==> src/rtl/mem_request_queue_if.sv <==
// Request-side and pop-side signals of the memory request queue.
// master = processor/controller side, slave = the queue itself.
interface mem_request_queue_if #(
   parameter int DATA_WIDTH = 32,
   parameter int ADDR_WIDTH = 31,
   parameter int TID_WIDTH  = 16
);
   localparam int DP_DATA_WIDTH = TID_WIDTH + 1 + ADDR_WIDTH + DATA_WIDTH;

   logic                     req_valid;
   logic                     req_ready;
   logic                     req_rw;
   logic [ADDR_WIDTH-1:0]    req_address;
   logic [DATA_WIDTH-1:0]    req_data;
   logic [TID_WIDTH-1:0]     req_tid;
   logic                     rd_en;
   logic [DP_DATA_WIDTH-1:0] data_out;
   logic                     empty_signal;
   logic                     rsp_valid;

   modport master (
      output req_valid, req_rw, req_address, req_data, rd_en, rsp_valid,
      input  req_ready, req_tid, data_out, empty_signal
   );

   modport slave (
      input  req_valid, req_rw, req_address, req_data, rd_en, rsp_valid,
      output req_ready, req_tid, data_out, empty_signal
   );
endinterface

==> src/rtl/mem_request_queue.sv <==
// Stamps accepted memory requests with a transaction ID, buffers them in a
// show-ahead FIFO and throttles acceptance against an outstanding-credit limit.
module mem_request_queue #(
   parameter int DATA_WIDTH      = 32,
   parameter int ADDR_WIDTH      = 31,
   parameter int TID_WIDTH       = 16,
   parameter int DEPTH           = 8,
   parameter int PTR_WIDTH       = 3,
   parameter int MAX_OUTSTANDING = 16,
   parameter int CNT_WIDTH       = 5,
   parameter int DP_DATA_WIDTH   = TID_WIDTH + 1 + ADDR_WIDTH + DATA_WIDTH
) (
   input  logic                 clk,
   input  logic                 reset,
   mem_request_queue_if.slave   bus,
   output logic [PTR_WIDTH:0]   count,
   output logic [CNT_WIDTH-1:0] outstanding,
   output logic                 credit_err
);
   localparam logic [PTR_WIDTH:0]   FULL_COUNT   = (PTR_WIDTH + 1)'(DEPTH);
   localparam logic [CNT_WIDTH-1:0] CREDIT_LIMIT = CNT_WIDTH'(MAX_OUTSTANDING);

   logic [DP_DATA_WIDTH-1:0] storage [DEPTH];
   logic [PTR_WIDTH-1:0]     wr_ptr_reg;
   logic [PTR_WIDTH-1:0]     rd_ptr_reg;
   logic [TID_WIDTH-1:0]     tid_ctr_reg;
   logic                     accept;
   logic                     pop;

   // Ready looks only at registered state so upstream never sees a loop through rd_en.
   assign bus.req_ready    = (count < FULL_COUNT) && (outstanding < CREDIT_LIMIT);
   assign accept           = bus.req_valid && bus.req_ready;
   assign pop              = bus.rd_en && !bus.empty_signal;
   assign bus.empty_signal = (count == '0);
   assign bus.req_tid      = tid_ctr_reg;
   assign bus.data_out     = bus.empty_signal ? '0 : storage[rd_ptr_reg];

   always_ff @(posedge clk) begin
      if (accept) begin
         storage[wr_ptr_reg] <= {tid_ctr_reg, bus.req_rw, bus.req_address, bus.req_data};
      end
   end

   always_ff @(posedge clk or negedge reset) begin
      if (!reset) begin
         wr_ptr_reg  <= '0;
         rd_ptr_reg  <= '0;
         tid_ctr_reg <= '0;
         count       <= '0;
         outstanding <= '0;
         credit_err  <= 1'b0;
      end else begin
         if (accept) begin
            wr_ptr_reg  <= wr_ptr_reg + 1'b1;
            tid_ctr_reg <= tid_ctr_reg + 1'b1;
         end
         if (pop) begin
            rd_ptr_reg <= rd_ptr_reg + 1'b1;
         end
         case ({accept, pop})
            2'b10:   count <= count + 1'b1;
            2'b01:   count <= count - 1'b1;
            default: ;
         endcase
         // A response with nothing outstanding is a protocol error; the counter floors at 0.
         case ({accept, bus.rsp_valid})
            2'b10: outstanding <= outstanding + 1'b1;
            2'b01: begin
               if (outstanding == '0) begin
                  credit_err <= 1'b1;
               end else begin
                  outstanding <= outstanding - 1'b1;
               end
            end
            default: ;
         endcase
      end
   end
endmodule

==> src/flat_wrapper.sv <==
// flat-port wrapper written by rule: the top's interface ports become plain ports
module mem_request_queue_flat 
#(
   parameter int DATA_WIDTH      = 32,
   parameter int ADDR_WIDTH      = 31,
   parameter int TID_WIDTH       = 16,
   parameter int DEPTH           = 8,
   parameter int PTR_WIDTH       = 3,
   parameter int MAX_OUTSTANDING = 16,
   parameter int CNT_WIDTH       = 5,
   parameter int DP_DATA_WIDTH   = TID_WIDTH + 1 + ADDR_WIDTH + DATA_WIDTH
)
  (clk, reset, count, outstanding, credit_err, bus_req_valid, bus_req_rw, bus_req_address, bus_req_data, bus_rd_en, bus_rsp_valid, bus_req_ready, bus_req_tid, bus_data_out, bus_empty_signal);
  mem_request_queue_if #(.DATA_WIDTH(DATA_WIDTH), .ADDR_WIDTH(ADDR_WIDTH), .TID_WIDTH(TID_WIDTH)) bus_i ();
  input  logic clk;
  input  logic reset;
  output logic [PTR_WIDTH:0] count;
  output logic [CNT_WIDTH-1:0] outstanding;
  output logic credit_err;
  input wire logic [$bits(bus_i.req_valid)-1:0] bus_req_valid;
  input wire logic [$bits(bus_i.req_rw)-1:0] bus_req_rw;
  input wire logic [$bits(bus_i.req_address)-1:0] bus_req_address;
  input wire logic [$bits(bus_i.req_data)-1:0] bus_req_data;
  input wire logic [$bits(bus_i.rd_en)-1:0] bus_rd_en;
  input wire logic [$bits(bus_i.rsp_valid)-1:0] bus_rsp_valid;
  output wire logic [$bits(bus_i.req_ready)-1:0] bus_req_ready;
  output wire logic [$bits(bus_i.req_tid)-1:0] bus_req_tid;
  output wire logic [$bits(bus_i.data_out)-1:0] bus_data_out;
  output wire logic [$bits(bus_i.empty_signal)-1:0] bus_empty_signal;
  assign bus_i.req_valid = bus_req_valid;
  assign bus_i.req_rw = bus_req_rw;
  assign bus_i.req_address = bus_req_address;
  assign bus_i.req_data = bus_req_data;
  assign bus_i.rd_en = bus_rd_en;
  assign bus_i.rsp_valid = bus_rsp_valid;
  assign bus_req_ready = bus_i.req_ready;
  assign bus_req_tid = bus_i.req_tid;
  assign bus_data_out = bus_i.data_out;
  assign bus_empty_signal = bus_i.empty_signal;
  mem_request_queue #(.DATA_WIDTH(DATA_WIDTH), .ADDR_WIDTH(ADDR_WIDTH), .TID_WIDTH(TID_WIDTH), .DEPTH(DEPTH), .PTR_WIDTH(PTR_WIDTH), .MAX_OUTSTANDING(MAX_OUTSTANDING), .CNT_WIDTH(CNT_WIDTH), .DP_DATA_WIDTH(DP_DATA_WIDTH)) u_core (.clk(clk), .reset(reset), .bus(bus_i), .count(count), .outstanding(outstanding), .credit_err(credit_err));
endmodule
==> config.mk <==
export PLATFORM = sky130hd
export DESIGN_NAME = mem_request_queue_flat
export DESIGN_NICKNAME = d
export VERILOG_FILES = /design/src/rtl/mem_request_queue_if.sv /design/src/rtl/mem_request_queue.sv /design/src/flat_wrapper.sv
export SDC_FILE = /design/constraint.sdc
export NUM_CORES = 1
export LEC_CHECK = 0
export ABC_AREA = 0
export CAP_MARGIN = 20
export CORE_UTILIZATION = 60
export CTS_BUF_LIST = sky130_fd_sc_hd__clkbuf_4 sky130_fd_sc_hd__clkbuf_8
export CTS_CLUSTER_DIAMETER = 150
export DETAILED_ROUTE_END_ITERATION = 16
export GPL_TIMING_DRIVEN = 0
export HOLD_SLACK_MARGIN = 0.08
export PLACE_DENSITY = 0.81
export RECOVER_POWER = 100
export SYNTH_ARGS = -nofsm -noshare
export SYNTH_HDL_FRONTEND = slang
export SYNTH_SLANG_ARGS = --single-unit
==> constraint.sdc <==
create_clock -name clk -period 13 [get_ports clk]
set_input_delay 1.3 -clock clk [delete_from_list [all_inputs] [get_ports clk]]
set_output_delay 1.3 -clock clk [all_outputs]
set_load 0.03 [all_outputs]
==> results_dict.tcl <==
set metrics [dict create \
    p_leak_nw 10.2 \
    post_cts_buffers 0 \
    arrival_ns 7.32 \
    worstSetupStartpointType "primary input" \
    synth-seq-area-share 0.772 \
    dr.pass1.iters 5 \
    synthFlopType "edfxtp_1" \
    syn-num-nets 1253 \
    globalRouteOverflowTotal 0 \
    whs_path_depth 1 \
    r2r_cells 6 \
    grt_usage 0.252 \
    place.gp.congestion 0.743 \
    violations "capacitance limit, slew limit" \
    clock_path_buffers 3 \
    critical_path_class "primary input to flip-flop" \
    finalSetupViolations 0 \
    ant_nets 0 \
    numCtsBuffers 101 \
    dpl_cell_area_sq_um 29200 \
    die_area_sq_um 44100 \
    final_common_cell "edfxtp_1" \
    synth_async_sr_flop_share 0.0476 \
    largest_reg_flops 640 \
    max_freq_mhz 141 \
    core_sq_um 42300 \
    wire_per_inst_um 24.7 \
    worst_skew_pair.late_latency_ns 0.66 \
    drtIter0Drc 1016 \
    initial_core_util 0.613 \
    grt_pass1_vias 13600 \
    top_register "u_core.storage" \
    finClkSkew_ns 0.0239 \
    cts_root_buf "clkbuf_8" \
    syn_area_sq_um 25900 \
    cts_resized 0 \
    area_delta_synth_final_pct 17.5 \
    cts_tree "yes" \
    drcViolationCount 0 \
    placementRows 75 \
    cts_hold_buf 0 \
    finalWirelength_mm 53.7 \
    hold_violations 0 \
    ys_ff_latch 672 \
    maxSlewHeadroom -0.597 \
    portBuffers 175 \
    dp_hpwl_mm 33.9 \
    grt_pass1_wl_mm 80.9 \
    cts.sinks 672 \
    crit_path_cell_trace "dlygate4sd3_1, nor3b_1, clkbuf_1, nand2_1, nor2_1, clkbuf_1, clkbuf_1" \
    critical_path.max_stage_delay_ns 1.55 \
    rsz0062_at_grt "false" \
    final_area_sq_um 30500 \
    powerDensity_nw_per_um2 223 \
    clk_pin_slew_ns 0.07 \
    post-route-period-util 0.546 \
    finalSetupTns_ns 0 \
    path_common_cell "clkbuf_1" \
    required_ns 13.23 \
    vias 12800 \
    ys_types 43 \
    status "complete, but fails checks" \
    synth_edf_count 640 \
    syn_inst 1176 \
    critical-path-slowest-cell "nor2_1" \
    cp_max_fo 25 \
    h-tree-depth 3 \
    min_period_ns 7.09 \
    layout.nets 1594 \
    die_x_um 210 \
    layout-drive-gt1-share 0.219 \
    maxCapViolations 10 \
    ys.warnings.count 0 \
    slew_violations 207 \
    peakVddDrop_mv 0.196 \
    end_kind "flip-flop" \
    avgSynthCellArea_sq_um 22.1 \
    viasPerCell 5.90 \
    die-height_um 210 \
    ioPinCount 177 \
    antenna_found_initial 7 \
    min-delay-path-class "flip-flop to flip-flop" \
    worst_pin_slew_ns 2.37 \
    layout_common_cells "edfxtp_1 (640), dlygate4sd3_1 (172), mux4_2 (160)" \
    grt_max_degree 33 \
]
## worst paths after layout
| path | from | endpoint | slack (ns) |
|---|---|---|---|
| max | bus_req_valid | u_core.storage[5][38] | 5.91 |
| min | u_core.credit_err | u_core.credit_err | 0.49 |
| max reg2reg | u_core.outstanding[4] | u_core.storage[5][38] | 6.60 |
| min reg2reg | u_core.credit_err | u_core.credit_err | 0.49 |
| max in group asynchronous | reset | u_core.bus.req_tid[15] | 10.75 |
| min in group asynchronous | reset | u_core.outstanding[2] | 1.14 |
## Yosys cell counts, drive strengths merged (2+ instances only)
library cell / n / share of area
mux4: 160 / 0.14
mux2i: 82 / 0.032
nor4: 6 / 0.0023
nor2: 91 / 0.013
nor2b: 2 / 0.00048
nand2: 20 / 0.0029
nand4: 4 / 0.0015
inv: 5 / 0.00072
ha: 8 / 0.0039
a21oi: 3 / 0.00058
clkbuf: 27 / 0.0039
nor3: 10 / 0.0019
mux2: 2 / 0.00087
xnor2: 16 / 0.0054
nand3: 7 / 0.0015
xor2: 13 / 0.0044
edfxtp: 640 / 0.74
buf: 30 / 0.0081
dfrtp: 32 / 0.031
nor3b: 2 / 0.0010
nand2b: 2 / 0.00048
## cells by family after synthesis
kind of cell | share of synthesized area
flip-flops | 0.772
AND/OR/NAND/NOR | 0.0265
adder cells (fa/ha/maj) | 0.00386
AO/OA/AOI/OAI | 0.00376
XOR/XNOR | 0.00979
multiplexers | 0.171
buffers and inverters | 0.0127
## through the flow
step	power (W)	hold WS [ns]	setup WS [ns]	utilization	cells
6_report	0.00681	0.488	5.91	0.720	2171
5_1_grt	0.00710	0.522	5.50	0.720	2169
4_1_cts	0.00702	0.495	7.92	0.735	2169
3_5_place_dp	0.00541	0.470	8.32	0.690	1991
3_3_place_gp	0.00536	0.468	-5.39	0.671	1928
2_1_floorplan	0.00443	0.525	2.75	-	1176
## worst max-delay path, delay by kind of cell
family | cells | cell delay (ns)
buffers and inverters | 4 | 3.47
AND/OR/NAND/NOR | 3 | 2.51
## layer usage
layer,vias to the layer above,routed length [um],global-route usage
met2,504,27700,0.416
met4,6,911,0.0758
met1,6686,21400,0.346
met5,-,41,0
met3,75,3620,0.0506
li1,5541,-,-
## cell type report
cell class	instances	area [sq um]
inverter	5	18.8
antenna	2	5.00
buffer	57	308
tap	577	722
multi-input combinational	442	5540
clock buffer	138	1710
timing repair buffer	238	1980
fill	2455	11800
clock inverter	40	186
sequential	672	20000
## where the power goes
group | internal (W) | switching [W]
Clock | 0.000846 | 0.000763
Sequential | 0.00257 | 0.0000884
Combinational | 0.00105 | 0.00148
Power figures use the tool's default switching activity.
